===== src/rtl/food_pkg.sv =====
// Shared types and helpers for the food placer: FSM states, clog2 and Galois LFSR tap masks.
package food_pkg;

  typedef enum logic [2:0] {IDLE, DRAW, QUERY, WAIT, DONE} state_t;

  function automatic int unsigned clog2_u(input int unsigned v);
    int unsigned r;
    r = 0;
    for (int unsigned i = 0; i < 32; i++)
      if ((64'd1 << i) < 64'(v)) r = i + 1;
    return r;
  endfunction

  // Right-shifting Galois masks for maximal-length sequences, widths 8..32.
  function automatic logic [31:0] lfsr_taps(input int unsigned w);
    case (w)
      8:       return 32'h0000_00B8;
      9:       return 32'h0000_0110;
      10:      return 32'h0000_0240;
      11:      return 32'h0000_0500;
      12:      return 32'h0000_0829;
      13:      return 32'h0000_100D;
      14:      return 32'h0000_2015;
      15:      return 32'h0000_6000;
      16:      return 32'h0000_B400;
      17:      return 32'h0001_2000;
      18:      return 32'h0002_0400;
      19:      return 32'h0004_0023;
      20:      return 32'h0009_0000;
      21:      return 32'h0014_0000;
      22:      return 32'h0030_0000;
      23:      return 32'h0042_0000;
      24:      return 32'h00E1_0000;
      25:      return 32'h0120_0000;
      26:      return 32'h0200_0023;
      27:      return 32'h0400_0013;
      28:      return 32'h0900_0000;
      29:      return 32'h1400_0000;
      30:      return 32'h2000_0029;
      31:      return 32'h4800_0000;
      32:      return 32'h8020_0003;
      default: return 32'h0000_0000;
    endcase
  endfunction

endpackage


===== src/rtl/lfsr_galois.sv =====
// Free-running right-shifting Galois LFSR with synchronous reload to SEED.
module lfsr_galois #(
  parameter int unsigned    W    = 16,
  parameter logic [W-1:0]   SEED = W'(1),
  parameter logic [W-1:0]   TAPS = W'(1)
) (
  input  logic         clk,
  input  logic         rst,
  input  logic         en,
  output logic [W-1:0] q
);

  always_ff @(posedge clk) begin
    if (rst)     q <= SEED;
    else if (en) q <= (q >> 1) ^ (q[0] ? TAPS : '0);
  end

endmodule


===== src/rtl/food_placer.sv =====
// Draws random playfield cells, rejects out-of-field or snake-occupied ones,
// and publishes a pixel-aligned food position.
module food_placer
  import food_pkg::*;
#(
  parameter int unsigned       COORD_W   = 10,
  parameter int unsigned       CELL_SH   = 3,
  parameter int unsigned       N_CX      = 80,
  parameter int unsigned       N_CY      = 60,
  parameter int unsigned       X_ORG     = 0,
  parameter int unsigned       Y_ORG     = 0,
  parameter int unsigned       LFSR_W    = 16,
  parameter logic [LFSR_W-1:0] SEED      = LFSR_W'(16'hACE1),
  parameter int unsigned       MAX_TRIES = 64,
  localparam int unsigned      CX_W      = clog2_u(N_CX),
  localparam int unsigned      CY_W      = clog2_u(N_CY)
) (
  input  logic               clk,
  input  logic               rst,
  input  logic               req,
  output logic               qry_valid,
  output logic [CX_W-1:0]    qry_cx,
  output logic [CY_W-1:0]    qry_cy,
  input  logic               qry_ready,
  input  logic               rsp_valid,
  input  logic               rsp_hit,
  output logic [COORD_W-1:0] food_x,
  output logic [COORD_W-1:0] food_y,
  output logic               food_valid,
  output logic               busy,
  output logic               fail
);

  localparam int unsigned TRY_W = clog2_u(MAX_TRIES + 1);

  if (CX_W + CY_W > LFSR_W) begin : g_bad_lfsr_w
    $error("food_placer: CX_W+CY_W exceeds LFSR_W");
  end
  if (LFSR_W < 8 || LFSR_W > 32) begin : g_bad_taps
    $error("food_placer: LFSR_W outside tap table range 8..32");
  end
  if (MAX_TRIES == 0) begin : g_bad_tries
    $error("food_placer: MAX_TRIES must be nonzero");
  end

  state_t             state_q, state_d;
  logic [LFSR_W-1:0]  lfsr_q;
  logic [CX_W-1:0]    draw_cx, cand_cx_q;
  logic [CY_W-1:0]    draw_cy, cand_cy_q;
  logic [TRY_W-1:0]   tries_q;
  logic [COORD_W-1:0] pix_x, pix_y;
  logic               in_range, exhausted;
  logic               unused_lfsr;

  lfsr_galois #(
    .W    (LFSR_W),
    .SEED (SEED),
    .TAPS (LFSR_W'(lfsr_taps(LFSR_W)))
  ) u_lfsr (
    .clk (clk),
    .rst (rst),
    .en  (1'b1),
    .q   (lfsr_q)
  );

  assign draw_cx     = lfsr_q[CX_W-1:0];
  assign draw_cy     = lfsr_q[CX_W+CY_W-1:CX_W];
  assign unused_lfsr = ^lfsr_q;
  assign in_range    = (32'(draw_cx) < N_CX) && (32'(draw_cy) < N_CY);
  assign exhausted   = (32'(tries_q) == MAX_TRIES);
  assign pix_x       = COORD_W'(X_ORG) + (COORD_W'(cand_cx_q) << CELL_SH);
  assign pix_y       = COORD_W'(Y_ORG) + (COORD_W'(cand_cy_q) << CELL_SH);
  assign qry_cx      = cand_cx_q;
  assign qry_cy      = cand_cy_q;

  always_ff @(posedge clk) begin : p_state
    if (rst) state_q <= IDLE;
    else     state_q <= state_d;
  end

  always_comb begin : p_next
    state_d = state_q;
    case (state_q)
      IDLE, DONE: if (req) state_d = DRAW;
      DRAW: begin
        if (exhausted)     state_d = DONE;
        else if (in_range) state_d = QUERY;
      end
      QUERY:   if (qry_ready) state_d = WAIT;
      WAIT:    if (rsp_valid) state_d = rsp_hit ? DRAW : DONE;
      default: state_d = IDLE;
    endcase
  end

  always_comb begin : p_out
    qry_valid = 1'b0;
    busy      = 1'b0;
    case (state_q)
      DRAW, WAIT: busy = 1'b1;
      QUERY: begin
        busy      = 1'b1;
        qry_valid = 1'b1;
      end
      default: ;
    endcase
  end

  // Candidate, try counter and published food position.
  always_ff @(posedge clk) begin : p_data
    if (rst) begin
      cand_cx_q  <= '0;
      cand_cy_q  <= '0;
      tries_q    <= '0;
      food_x     <= '0;
      food_y     <= '0;
      food_valid <= 1'b0;
      fail       <= 1'b0;
    end else begin
      case (state_q)
        IDLE, DONE: begin
          if (req) begin
            tries_q    <= '0;
            fail       <= 1'b0;
            food_valid <= 1'b0;
          end
        end
        DRAW: begin
          if (exhausted) begin
            fail <= 1'b1;
          end else begin
            cand_cx_q <= draw_cx;
            cand_cy_q <= draw_cy;
            tries_q   <= tries_q + TRY_W'(1);
          end
        end
        WAIT: begin
          if (rsp_valid && !rsp_hit) begin
            food_x     <= pix_x;
            food_y     <= pix_y;
            food_valid <= 1'b1;
          end
        end
        default: ;
      endcase
    end
  end

endmodule


===== config.mk =====
export PLATFORM = sky130hd
export DESIGN_NAME = food_placer
export DESIGN_NICKNAME = d
export VERILOG_FILES = /design/src/rtl/food_pkg.sv /design/src/rtl/lfsr_galois.sv /design/src/rtl/food_placer.sv
export SDC_FILE = /design/constraint.sdc
export NUM_CORES = 1
export LEC_CHECK = 0
export ABC_AREA = 0
export CORE_MARGIN = 2
export CORE_UTILIZATION = 54
export DETAILED_ROUTE_END_ITERATION = 8
export MAX_ROUTING_LAYER = met4
export PLACE_DENSITY = 0.87
export SYNTH_ARGS = -nofsm -noshare
export SYNTH_HDL_FRONTEND = slang
export SYNTH_SLANG_ARGS = --single-unit

===== constraint.sdc =====
create_clock -name clk -period 4.41 [get_ports clk]
set_clock_uncertainty 0.2 [all_clocks]
set_input_delay 0.6615 -clock clk [delete_from_list [all_inputs] [get_ports clk]]
set_output_delay 0.6615 -clock clk [all_outputs]
set_load 0.01 [all_outputs]

# After elaboration in Yosys (flattened, before gate mapping)
# Cells that the tools add are included.
# op_classes
n_addsub	1
order_cmp	2
eq_ne	12
mux	18
bitwise_logic	2
n_reduce_logical	14
# ops
op	n
$mux 3	6
$mux 16	1
$xor 15x16->16	1
$mux 7	2
$pmux 7 s2	1
$ne 2x2->1 const B	6
$pmux 3 s4	1
$reduce_and 3->1	3
$add 7x1->7 const B	1
$eq 7x7->1 const B	1
$lt 7x7->1 const B	1
$eq 3x2->1 const B	2
$lt 6x6->1 const B	1
$mux 1	5
$pmux 1 s2	2
$reduce_and 2->1	2
$reduce_and 4->1	1
$reduce_bool 2->1	2
$eq 3x1->1 const B	1
$eq 3x3->1 const B	1
$logic_not 3->1	1
$ne 3x3->1 const B	1
$reduce_or 3->1	1
$logic_and 1x1->1	2
3 further kinds	3
# totals
reg_bits	54
in_bits	6
out_inout_bits	37

# Logic depth before layout (Yosys ltp)
# logic_depth
word_depth	5
mapped_depth	7
depth_no_buf	6

# By module
# Synthesis repeated with hierarchy kept, for this count alone.
# hier_totals
cells_unflattened	227
hier_area_um2	2269.7
# by_module_without_submodules
mod	n_inst	cells_per_inst	area_each_um2
food_placer	1	171	1640.3
lfsr_galois	1	56	629.4

# Worst setup path after synthesis
# No wires, ideal clock.
# synth_path
kind	register -> register
start	reg tries_q[0]
end	reg tries_q[3]
setup_ns	0.070
t_arrival_ns	1.681
required_time_ns	4.140
slack_ns	2.459
path_stages_with_launch	8
path_cell_list	dfxtp_1 > inv_1 > ha_1 > nor2b_1 > and3_1 > clkbuf_1 > or4_1 > a21oi_1
# synth_between
elab_chain_len	3
elab_cells_between_ends	6
classes_between	add/sub: 1; eq/ne: 2; mux: 2; reduce/logical: 1
# synth_rtl
item	line	text
start, declared	food_placer.sv:50	logic [TRY_W-1:0] tries_q;
start signal, assigned	food_placer.sv:133	tries_q <= tries_q + TRY_W'(1);
$add 7x1->7 or $eq 7x7->1 (tied branches)	food_placer.sv:133, food_placer.sv:70	
$mux 7 or $ne 2x2->1 (tied branches)	n/a	
$pmux 7 s2 or $reduce_and 3->1 (tied branches)	n/a	
# Parallel ways exist; a longest one is shown, timed or not. The select of a mux whose other input is x is not followed.
# A chain may end at the register's enable or synchronous reset.

# Worst setup path after layout
# layout_path
start	reg state_q[1]
end	out qry_valid
# layout_between
elab_chain_len	2
# layout_rtl
item	line	text
start, declared	food_placer.sv:46	state_t state_q, state_d;
start signal, assigned	food_placer.sv:78	else state_q <= state_d;
$eq 3x2->1	food_placer.sv:98	case (state_q)
$mux 1	food_placer.sv:98	
end, declared	food_placer.sv:21	output logic qry_valid,
# Every way passes these cells.

==> metrics.md <==
| Metric | Value |
|---|---|
| Final hold slack | roughly 0.25 ns |
| Initial antenna violation count | 0 |
| Fin. Hold Viols | 0 |
| Clock transition at the registers of the reported paths | 0.09 ns |
| Max VDD drop | between 0.2 and 0.3 mV |
| Worst skew pair latency | about 0.3 ns |
| Worst-path maximum fanout | 11 |
| Slew @ Worst Pin | 0.6268 ns |
| DIE WIDTH | approximately 67 microns |
| Initial Utilization | 57.65% |
| HPWL after detailed placement | 2981 microns |
| Num CTS Buffers | 5 |
| Synth top cells by count | dfxtp_1 (54), nand2_1 (34), a21oi_1 (20), nor2_1 (20) |
| CP required | 3.55 ns |
| Footprint of the multi-input gates | 962.2 sq um |
| Dominant cell type by area after synthesis | dfxtp_1 |
| Initial DRC count | 78 |
| RSZ-0062 raised after global routing | false |
| First-pass iteration count of the detailed router | 4 |
| PostCTS Resize Cnt | 0 |
| Maximum number of pins on one net before global-route repair | 47 |
| Synth Instances | 232 |
| Max-cap violation count | 0 |
| Most numerous cell in the Yosys netlist | dfxtp_1 |
| CP Data Arrival Time | 1.71 ns |
| Sequential area share after synthesis | 50.09% |
| Fin crit share | 58.42% |
| Die H | 67.22 microns |
| Longest Clk Path Bufs | 2 |
| Io pins | between 40 and 50 |
| N_diodes | 0 |
| Area Overhead vs Synth | 20.00% |
| Max H-tree Level | 2 |
| Synthesized area | between 0.002 and 0.0025 sq mm |
| Vias in the first global route | 1506 |
| Filler instances | 310 |
| Power per standard cell area | 372.9 mW/mm^2 |
| FP Rows | 22 |
| Final wirelength | 4212 microns |
| Fin. max-slew vios | 0 |
| Drt via density | 5.263 |
| FMAX | 388.1 MHz |
| Final ANT Viol Nets | 0 |
| Met2 usage | 34.03% |
| Min-Delay Path Class | flop to flop |
| Gr busiest metal | met2 |
| Total track usage | 20.55% |
| Post-route setup TNS | 0 ns |
| Met3 GRT Util | ~4.7% |
| Met1 Usage GRT | between 20% and 30% |
| Largest cells by area after synthesis | dfxtp_1 (50%), mux2i_1 (6.0%), nand2_1 (5.9%), a21oi_1 (4.6%), nor2b_1 (3.8%) |
| Postcts setup bufs | 0 |
| Die ar. | 0.004519 sq mm |
| Outcome | complete, no violations |
| Total congestion overflow | 0 |
| FFs w/ async S/R, synth | 0% |
| RePlAce Congestion | 0.7583 |
| Post-synth EDFFs | 0 |
| Layout cells sized above 1 | ~8.3% |
| Top_reg_cell synth | dfxtp_1 |
| CP endpoint kind | output pin |
| Synth Warn # | 0 |
| Share of Yosys cell area claimed by the top area cell type | 50.09% |
| WL per Instance | 13.50 microns |
| Num Clock Sinks | 54 |
| Synthesized flop and latch total | 54 |
| Core footprint | 0.003744 sq mm |
| Port-buffer cells | 35 |
| Final nets | 271 |
| Syn avg cell area | 9.303 sq um |
| Crit Path Category | flop to output pin |
| CTS Hold Bufs | 0 |
| Vias post-DR | around 1600 |
| Clock root buffer | clkbuf_8 |
| Setup violators final | 0 |
| DRC errors left | 0 |
| Leak pwr | 0.0009456 uW |
| Distinct cells, synth | 43 |
| Slew HR | about three fifths |
| Crit path time final | between 2 and 3 ns |
| First-pass GRT wire length | 6796 microns |
| Startpoint Class | flop |
| CTS tree | built |
| Reg area | 0.001081 sq mm |
## where the power goes
part / switching [uW] / internal (uW)
registers: 25.2 / 513
logic: 70.7 / 67.9
clock network: 160 / 129
total: 256 / 710
## worst max-delay path: stages, from the launching register on
cell and delay (ns):
dfxtp_1 0.54, nand2b_1 0.21, nor2_1 0.13, clkdlybuf4s50_1 0.54
## logic make-up (layout without fill, tap and decap cells)
kind of cell             after synthesis  after routing  synth area share (%)
other                                  1              7                0.1737
flip-flops                            54             54                 50.09
AND/OR/NAND/NOR                       92             92                 21.80
AO/OA/AOI/OAI                         40             40                 12.35
buffers and inverters                 25             51                 6.377
XOR/XNOR                               5              5                 2.029
adder cells (fa/ha/maj)                2              2                 1.159
multiplexers                          13             13                 6.029
## placed cells by master (no fill, tap or decap), types with 2 or more instances in the layout
cell and n:
o21ai_0 4, clkbuf_8 6, or2_2 7, nor2b_1 13, nand2_1 34, buf_4 2
ha_1 2, or4_1 3, dfxtp_1 54, conb_1 7, inv_1 6, nor3b_1 3
o31ai_1 2, clkdlybuf4s50_1 35, nor2_1 20, xnor2_1 3, xor2_1 2, nor3_1 2
o211ai_1 3, a21oi_1 20, mux2i_1 13, or3_1 2
## layer usage
metal  vias up  routed length, microns
met5         -                       0
met2        24                    2102
met1       792                    1951
met3         2                     140
met4         0                      19
li1        824                       -
## state kept, by name, summed over array words and instances, names as in the netlist
| register | cells |
|---|---|
| fail | 1 |
| state_q | 3 |
| tries_q | 7 |
| food_x | 7 |
| u_lfsr.q | 16 |
| food_valid | 1 |
| qry_cx | 7 |
| qry_cy | 6 |
| food_y | 6 |
## worst paths after layout
| check | start | end | cells after the start | slack (ns) |
|---|---|---|---|---|
| hold reg to reg | u_lfsr.q[7] | u_lfsr.q[6] | 1 | 0.25 |
| setup / recovery | state_q[1] | qry_valid | 3 | 1.83 |
| hold / removal | u_lfsr.q[7] | u_lfsr.q[6] | 1 | 0.25 |
| setup reg to reg | state_q[0] | qry_cx[2] | 4 | 2.26 |
## through the flow
| stage | power [uW] | instances | utilization [%] | setup slack (ns) | instance area (sq um) |
|---|---|---|---|---|---|
| floorplan | 646.1 | 238 | - | 2.459 | 2181 |
| CTS | 970.4 | 312 | 69.18 | 1.830 | 2590 |
| global route | 1013 | 312 | 69.18 | 1.731 | 2590 |
| finish | 965.8 | 312 | 69.18 | 1.834 | 2590 |
| detailed placement | 687.0 | 304 | 66.54 | 1.837 | 2491 |
| global placement | 683.9 | 304 | 66.54 | 1.910 | 2491 |
## final cells by class
| class | count | share of cell area [%] |
|---|---|---|
| clock buffer | 6 | 3.188 |
| clock inverter | 2 | 0.6280 |
| inverter | 6 | 0.8696 |
| multi-input combinational | 159 | 37.15 |
| sequential | 54 | 41.74 |
| tap | 48 | 2.319 |
| timing repair buffer | 37 | 14.11 |
Power figures use the tool's default switching activity.
